`config.mk`:
```
export PLATFORM = sky130hd
export DESIGN_NAME = wdf_sample_feeder
export DESIGN_NICKNAME = d
export VERILOG_FILES = /design/src/rtl/wdf_sample_feeder.sv
export SDC_FILE = /design/constraint.sdc
export NUM_CORES = 1
export LEC_CHECK = 0
export CORE_MARGIN = 3
export CORE_UTILIZATION = 49
export CTS_CLUSTER_SIZE = 14
export DETAILED_ROUTE_END_ITERATION = 8
export GPL_TIMING_DRIVEN = 0
export PLACE_DENSITY = 0.83
export SYNTH_ARGS = -nofsm -noshare
export SYNTH_HDL_FRONTEND = slang
export SYNTH_SLANG_ARGS = --single-unit
```
`constraint.sdc`:
```
create_clock -name clk -period 3 [get_ports clk]
set_input_delay 0.6 -clock clk [delete_from_list [all_inputs] [get_ports clk]]
set_output_delay 0.6 -clock clk [all_outputs]
set_load 0.005 [all_outputs]
```
`src/rtl/wdf_sample_feeder.sv`:
```
// -----------------------------------------------------------------------------
// wdf_sample_feeder
//
// Sample-issue stage between the test pattern generator and the WDF core.
// Incoming samples are buffered in a small FIFO and handed to the core one at
// a time with a start/done handshake. Each core result is captured and
// presented as a one-cycle out_valid pulse.
//
// Optional feature macro: WDF_FEEDER_TIMEOUT_EN
//   Defined   : a WAIT-state watchdog aborts a sample after TIMEOUT_CYCLES
//               cycles without core_done and sets the sticky timeout flag.
//   Undefined : WAIT waits indefinitely; timeout is tied to 0.
//
// Parameters
//   DATA_W         sample / result width (two's complement)
//   FIFO_DEPTH     input buffer entries (power of 2, >= 2)
//   TIMEOUT_CYCLES WAIT-state watchdog limit (only used with the macro)
//
// Ports
//   clk           system clock, rising edge
//   reset         asynchronous, active-high reset
//   in_valid      upstream sample strobe (one sample per high cycle)
//   in_data       upstream sample
//   in_ready      FIFO not full (advisory; upstream is never stalled)
//   core_x        sample presented to the core, stable until the next pop
//   core_start    one-cycle start pulse to the core
//   core_done     core result-valid pulse
//   core_y        core result, valid with core_done
//   out_valid     one-cycle pulse, result captured
//   out_data      captured result, held until the next capture
//   sample_count  results captured since reset (wraps)
//   overflow      sticky: a sample was dropped because the FIFO was full
//   timeout       sticky: the core failed to respond in time
//   busy          FSM not idle or FIFO non-empty
// -----------------------------------------------------------------------------
module wdf_sample_feeder #(
  parameter int DATA_W         = 16,
  parameter int FIFO_DEPTH     = 8,
  parameter int TIMEOUT_CYCLES = 1024
) (
  input  logic              clk,
  input  logic              reset,
  input  logic              in_valid,
  input  logic [DATA_W-1:0] in_data,
  output logic              in_ready,
  output logic [DATA_W-1:0] core_x,
  output logic              core_start,
  input  logic              core_done,
  input  logic [DATA_W-1:0] core_y,
  output logic              out_valid,
  output logic [DATA_W-1:0] out_data,
  output logic [31:0]       sample_count,
  output logic              overflow,
  output logic              timeout,
  output logic              busy
);

  localparam int AW = $clog2(FIFO_DEPTH);

  // Elaboration-time guard on the configuration.
  if (FIFO_DEPTH < 2 || (FIFO_DEPTH & (FIFO_DEPTH - 1)) != 0 || TIMEOUT_CYCLES < 1) begin : g_param_check
    $error("wdf_sample_feeder: FIFO_DEPTH must be a power of 2 >= 2 and TIMEOUT_CYCLES >= 1");
  end

  typedef enum logic [1:0] {
    S_IDLE  = 2'd0,
    S_ISSUE = 2'd1,
    S_WAIT  = 2'd2
  } state_t;

  state_t r_state;
  state_t w_state_nxt;

  // FIFO storage and pointers; the extra MSB distinguishes full from empty.
  logic [DATA_W-1:0] r_mem [FIFO_DEPTH];
  logic [AW:0]       r_wr_ptr;
  logic [AW:0]       r_rd_ptr;

  logic              w_empty;
  logic              w_full;
  logic              w_push;
  logic              w_drop;
  logic              w_pop;
  logic              w_capture;
  logic              w_to_hit;

  logic [DATA_W-1:0] r_core_x;
  logic              r_out_valid;
  logic [DATA_W-1:0] r_out_data;
  logic [31:0]       r_sample_count;
  logic              r_overflow;

  assign w_empty = (r_wr_ptr == r_rd_ptr);
  assign w_full  = (r_wr_ptr[AW] != r_rd_ptr[AW]) &&
                   (r_wr_ptr[AW-1:0] == r_rd_ptr[AW-1:0]);

  // Fullness is judged from registered pointers only, so a push that lands
  // on the same edge as a pop from a full FIFO is still dropped.
  assign w_push = in_valid & ~w_full;
  assign w_drop = in_valid &  w_full;

  // ---------------------------------------------------------------------------
  // Optional WAIT-state watchdog
  // ---------------------------------------------------------------------------
`ifdef WDF_FEEDER_TIMEOUT_EN
  localparam int TW = $clog2(TIMEOUT_CYCLES) + 1;

  logic [TW-1:0] r_to_cnt;
  logic          r_timeout;
  logic          w_expire;

  assign w_to_hit = (r_to_cnt == TW'(TIMEOUT_CYCLES - 1));
  assign w_expire = (r_state == S_WAIT) && !core_done && w_to_hit;

  // Held at zero outside WAIT, so every entry into WAIT starts from zero.
  always_ff @(posedge clk or posedge reset) begin
    if (reset) begin
      r_to_cnt <= '0;
    end else if (r_state != S_WAIT) begin
      r_to_cnt <= '0;
    end else begin
      r_to_cnt <= r_to_cnt + 1'b1;
    end
  end

  always_ff @(posedge clk or posedge reset) begin
    if (reset) begin
      r_timeout <= 1'b0;
    end else if (w_expire) begin
      r_timeout <= 1'b1;
    end
  end

  assign timeout = r_timeout;
`else
  assign w_to_hit = 1'b0;
  assign timeout  = 1'b0;
`endif

  // ---------------------------------------------------------------------------
  // FSM
  // ---------------------------------------------------------------------------
  // NOTE: sequential blocks use non-blocking (<=) so every register samples
  // pre-edge values; combinational blocks use blocking (=).
  always_ff @(posedge clk or posedge reset) begin
    if (reset) begin
      r_state <= S_IDLE;
    end else begin
      r_state <= w_state_nxt;
    end
  end

  // NOTE: every output of this block gets a default first, so no path through
  // the case statement can leave one unassigned and infer a latch.
  always_comb begin
    w_state_nxt = r_state;
    w_pop       = 1'b0;
    w_capture   = 1'b0;
    unique case (r_state)
      S_IDLE: begin
        if (!w_empty) begin
          w_pop       = 1'b1;
          w_state_nxt = S_ISSUE;
        end
      end
      // core_done during ISSUE is deliberately ignored.
      S_ISSUE: w_state_nxt = S_WAIT;
      S_WAIT: begin
        if (core_done) begin
          w_capture   = 1'b1;
          w_state_nxt = S_IDLE;
        end else if (w_to_hit) begin
          w_state_nxt = S_IDLE;
        end
      end
      default: w_state_nxt = S_IDLE;
    endcase
  end

  // ---------------------------------------------------------------------------
  // FIFO
  // ---------------------------------------------------------------------------
  // NOTE: the storage array has no reset; validity is tracked purely by the
  // pointers, and leaving it unreset lets it map onto plain RAM/flops.
  always_ff @(posedge clk) begin
    if (w_push) begin
      r_mem[r_wr_ptr[AW-1:0]] <= in_data;
    end
  end

  always_ff @(posedge clk or posedge reset) begin
    if (reset) begin
      r_wr_ptr <= '0;
      r_rd_ptr <= '0;
    end else begin
      if (w_push) r_wr_ptr <= r_wr_ptr + 1'b1;
      if (w_pop)  r_rd_ptr <= r_rd_ptr + 1'b1;
    end
  end

  // ---------------------------------------------------------------------------
  // Datapath registers
  // ---------------------------------------------------------------------------
  always_ff @(posedge clk or posedge reset) begin
    if (reset) begin
      r_core_x       <= '0;
      r_out_valid    <= 1'b0;
      r_out_data     <= '0;
      r_sample_count <= '0;
      r_overflow     <= 1'b0;
    end else begin
      r_out_valid <= w_capture;
      if (w_pop) begin
        r_core_x <= r_mem[r_rd_ptr[AW-1:0]];
      end
      if (w_capture) begin
        r_out_data     <= core_y;
        r_sample_count <= r_sample_count + 32'd1;
      end
      if (w_drop) begin
        r_overflow <= 1'b1;
      end
    end
  end

  // ---------------------------------------------------------------------------
  // Outputs (all derived from registered state)
  // ---------------------------------------------------------------------------
  assign core_x       = r_core_x;
  assign core_start   = (r_state == S_ISSUE);
  assign out_valid    = r_out_valid;
  assign out_data     = r_out_data;
  assign sample_count = r_sample_count;
  assign overflow     = r_overflow;
  assign in_ready     = ~w_full;
  assign busy         = (r_state != S_IDLE) | ~w_empty;

endmodule

```
==> results.txt <==
* Detailed router's first-iteration violation count: 329
* Startpoint type of the worst setup path: register
- Setup repair after global routing left no endpoint under its margin.
- Summed area of non-filler cells in the final layout: between 0.01 and 0.015 mm²
- For met2 alone, demand over resource in global routing was 0.341.
* Number of antenna violations at the first check in global routing: 0
- Dividing the synthesized area by the synthesized cell count gives about 16 µm².
- Worst R2R End: r_mem[0][1]$_DFFE_PP_
- Drt via density: about 5.4
- The number of placed instances, taps included, is between 800 and 900.
- Of the total power, the share spent switching nets is 0.298.
- In this run the tool buffered the top-level ports with 104 buffer cells.
- Highest clock rate: 342 MHz
* CTS hold repair buffers: 0
- The floorplan step defined a core boundary enclosing 0.0159 mm².
* Area of the mapped netlist: 0.00800 mm²
- Met3 layer usage reported by global route: 0.0340
* Switching power: about 2.8 mW
- Summed over all cells, the static leakage comes to approximately 3.8 nW.
- Entering global routing, the biggest net connects 71 pins.
* Post-synth top area share: 0.481
- The startpoint identified for the worst register-to-register timing path is r_rd_ptr[0]$_DFFE_PP0P_.
* Cell accounting for the most synthesized area: edfxtp_1
- Cell area after placement: 0.00947 mm²
* Sinks on the clock net: about 200
- The number of pins with negative max-slew slack in the final report was 0.
- Diodes inserted: 0
- Reported max-cap violation count: 0
* Maximum fanout along the worst path: 8
* Final setup vio count: 0
* Non-filler cells in the finished layout: 864
- Required time reported for the critical path endpoint: around 2.4 ns
- Core utilization of the finished layout: 0.637
- For this run, global-route usage on met1 was measured as 0.257.
- Starting Density: 0.502
- For this run the aggregate overflow at the end of global routing stands at 0.
* Synth-to-Final Area Change: 27.1%
* I/O pins: 106
- Broken down by cell family, the worst path's largest delay share belongs to buffers and inverters.
* Post-Route WL: about 17,000 µm
- Half-perimeter wire length of the detailed placement result: between 10,000 and 15,000 µm
- Number of nets in the final layout: approximately 670
* Insertion delay to the later sink of the worst-skew pair: 0.51 ns
* YS warnings: 0
* Crit path DAT: between 2 and 2.5 ns
* Share of layout cells above drive strength 1: 0.165
- Of the available clock period, the critical path in the final layout requires 0.975.
* Buf+Inv Stages, Crit Path: 2
- TritonCTS built the clock tree.
- Total track usage: 0.195
- TritonCTS buffer count: 22
- The die covers 0.0179 mm².
* Die span in y: 134 µm
- CTS built an H-tree with a depth of 1.
- Reg2reg path depth: 7
- In the routed design, unresolved DRC markers number 0.
- Cells after Synth: 498
- For this block, the via count after detailed routing is ~4,700.
- Number of library cell types mapped by synthesis: 41
- met2 is the most crowded layer.
- Total Power Consumption: 9.27 mW
- Delay of the slowest cell on the worst path: around 0.60 ns
- Prior to clock tree synthesis, the placed netlist has a worst setup slack of 0.163 ns.
- Post-DR wirelength/cell: 19.7 µm
- Worst reg2reg setup slack: 0.41 ns
* Antenna Nets Post-Route: 0
- Clock root cell: clkbuf_16
- Routability-driven placement finished with a final weighted congestion of 0.808.
* #FFs+latches synth: 204
- Cell types occupying the most area after synthesis: edfxtp_1 (48%), dfrtp_1 (24%), mux4_2 (9.0%)
- The run finished with clean final reports.
- The first global-routing pass estimated 27,400 µm of wire.
- Synth Net Count: around 540
- Worst hold-check slack: around 0.34 ns
- Minimum setup slack in the final design: 0.0739 ns
- Core Rows: 46
- Total power density per cell area: 913 mW/mm²
- Measured along the x axis, the die boundary spans 134 µm.
- Hold crit path type: input pin to asynchronous set/reset pin
- Max Clock Skew: 0.0229 ns
* 1st-pass router iterations: 5
- Postcts setup bufs: 0
- STA classifies the critical path endpoint as an output pin.
* Internal power consumption: 6.51 mW
* Shortest period the worst path allows: approximately 2.9 ns
* Proportion of synthesized chip area in sequential cells: 0.719
- Of the total power, registers draw 0.420.
* Final hold violation count: 0
- Clock Power Share: 0.273
- Slew of the pin with the lowest slew margin: 0.866 ns
- Tracing the worst setup path back leads to its startpoint at r_rd_ptr[1]$_DFFE_PP0P_.
- After clock tree synthesis, the clock-pin slew on the worst setup and hold paths is approximately 0.06 ns.
- Headroom to the max-slew limit came out at 0.419.
* Combinational power share: 0.308
* Setup TNS Final: 0 ns
* Number of global-route vias before repair: 4,979
- Slowest cell on crit path: or4b_4
* Worst path cell trace: buf_2, xor2_1, or4b_4, clkdlybuf4s50_1
- IR analysis of the VDD net gives a maximum drop of around 0.0007 V.
* Worst setup path category: register to output pin
* CTS Buffer Depth: 3
-- power groups by stage --
stage          logic, mW  registers [mW]  clock network, mW
2_1_floorplan       1.60            3.90                  0
3_3_place_gp        2.66            3.90                  0
3_5_place_dp        2.85            3.94                  0
4_1_cts             2.90            3.89               2.59
5_1_grt             3.13            3.95               2.70
6_report            2.85            3.89               2.53
-- cells by family after synthesis --
logic type | count (synthesis) | synth area share
adders and majority gates | 3 | 0.00469
xor gates and xnor gates | 41 | 0.0458
buffers and inverters | 28 | 0.0164
other | 1 | 0.000469
DFF | 204 | 0.719
and+or+nand+nor | 155 | 0.0915
AOI/OAI and AO/OA | 17 | 0.0110
muxes | 49 | 0.112
-- sequential cells by signal (all words and copies together), names as in the netlist --
register      cells
overflow          1
sample_count     32
out_data         16
out_valid         1
r_mem           128
core_x           16
r_rd_ptr          4
r_state           2
r_wr_ptr          4
-- layer usage --
metal | wire (µm) | up-vias | share of wire
met5 | 0 | - | 0
met4 | 394 | 0 | 0.023
met3 | 1100 | 31 | 0.064
met2 | 8650 | 181 | 0.51
met1 | 6890 | 2367 | 0.40
li1 | - | 2093 | -
-- timing repair --
| action | 4_1_cts | 5_1_grt |
|---|---|---|
| gates cloned | 0 | 0 |
| gates resized for setup | 1 | 2 |
| endpoints found under the setup margin | 1 | 1 |
-- worst register-to-register path, stage by stage (launching register included) --
cell	delay [ns]
dfrtp_1	0.39
buf_4	0.18
xor2_1	0.21
or4b_4	0.19
nand2_1	0.10
or2_2	0.36
nor3_2	0.57
buf_6	0.28
-- area by class of cell --
| cell class | count | area (µm²) |
|---|---|---|
| Fill cell | 1142 | 5780 |
| Sequential cell | 204 | 5750 |
| Multi-Input combinational cell | 266 | 2150 |
| Timing Repair Buffer | 113 | 1180 |
| Clock buffer | 30 | 601 |
| Tap cell | 216 | 270 |
| Buffer | 21 | 108 |
| Clock inverter | 8 | 88.8 |
| Inverter | 6 | 25.0 |
-- worst max-delay path by stage --
stage                            end  slack, ns  cells past startpoint
6_report                    in_ready       0.07                      4
5_1_grt                     in_ready      0.004                      4
4_1_cts                     in_ready       0.05                      4
3_5_place_dp   r_mem[0][3]$_DFFE_PP_       0.16                      5
3_3_place_gp   r_mem[0][3]$_DFFE_PP_      -1.13                      4
2_1_floorplan  r_mem[0][0]$_DFFE_PP_      0.007                      7
-- placed cells by master (no fill, tap or decap), types with 5 or more instances in the layout --
cell type / instances
inv_1: 5
nor2_1: 10
nand4_1: 10
o21ai_0: 16
buf_8: 5
mux4_2: 32
nor2_2: 9
xor2_1: 13
mux2i_1: 16
buf_2: 7
edfxtp_1: 128
nand2_1: 88
clkbuf_16: 22
clkbuf_1: 13
nand3_1: 12
xnor2_1: 27
dfrtp_1: 76
clkdlybuf4s50_1: 104
-- cells in the mapped netlist (all sizes together) --
| cell type | count |
|---|---|
| nand2 | 88 |
| nand3 | 12 |
| or4 | 2 |
| mux4 | 32 |
| or2 | 2 |
| clkbuf | 9 |
| nor2b | 1 |
| xnor2 | 27 |
| nor3b | 1 |
| conb | 1 |
| nor2 | 20 |
| nand4b | 1 |
| nand4 | 11 |
| nor4 | 1 |
| o21bai | 1 |
| dfrtp | 76 |
| xor2 | 14 |
| edfxtp | 128 |
| ha | 3 |
| and4 | 2 |
| or4b | 1 |
| or3 | 1 |
| nand2b | 4 |
| o21ai | 16 |
| nor3 | 5 |
| nand3b | 1 |
| inv | 6 |
| buf | 13 |
| mux2i | 16 |
| and3 | 2 |
| mux2 | 1 |
No activity file was read; power rests on OpenSTA's default activity.
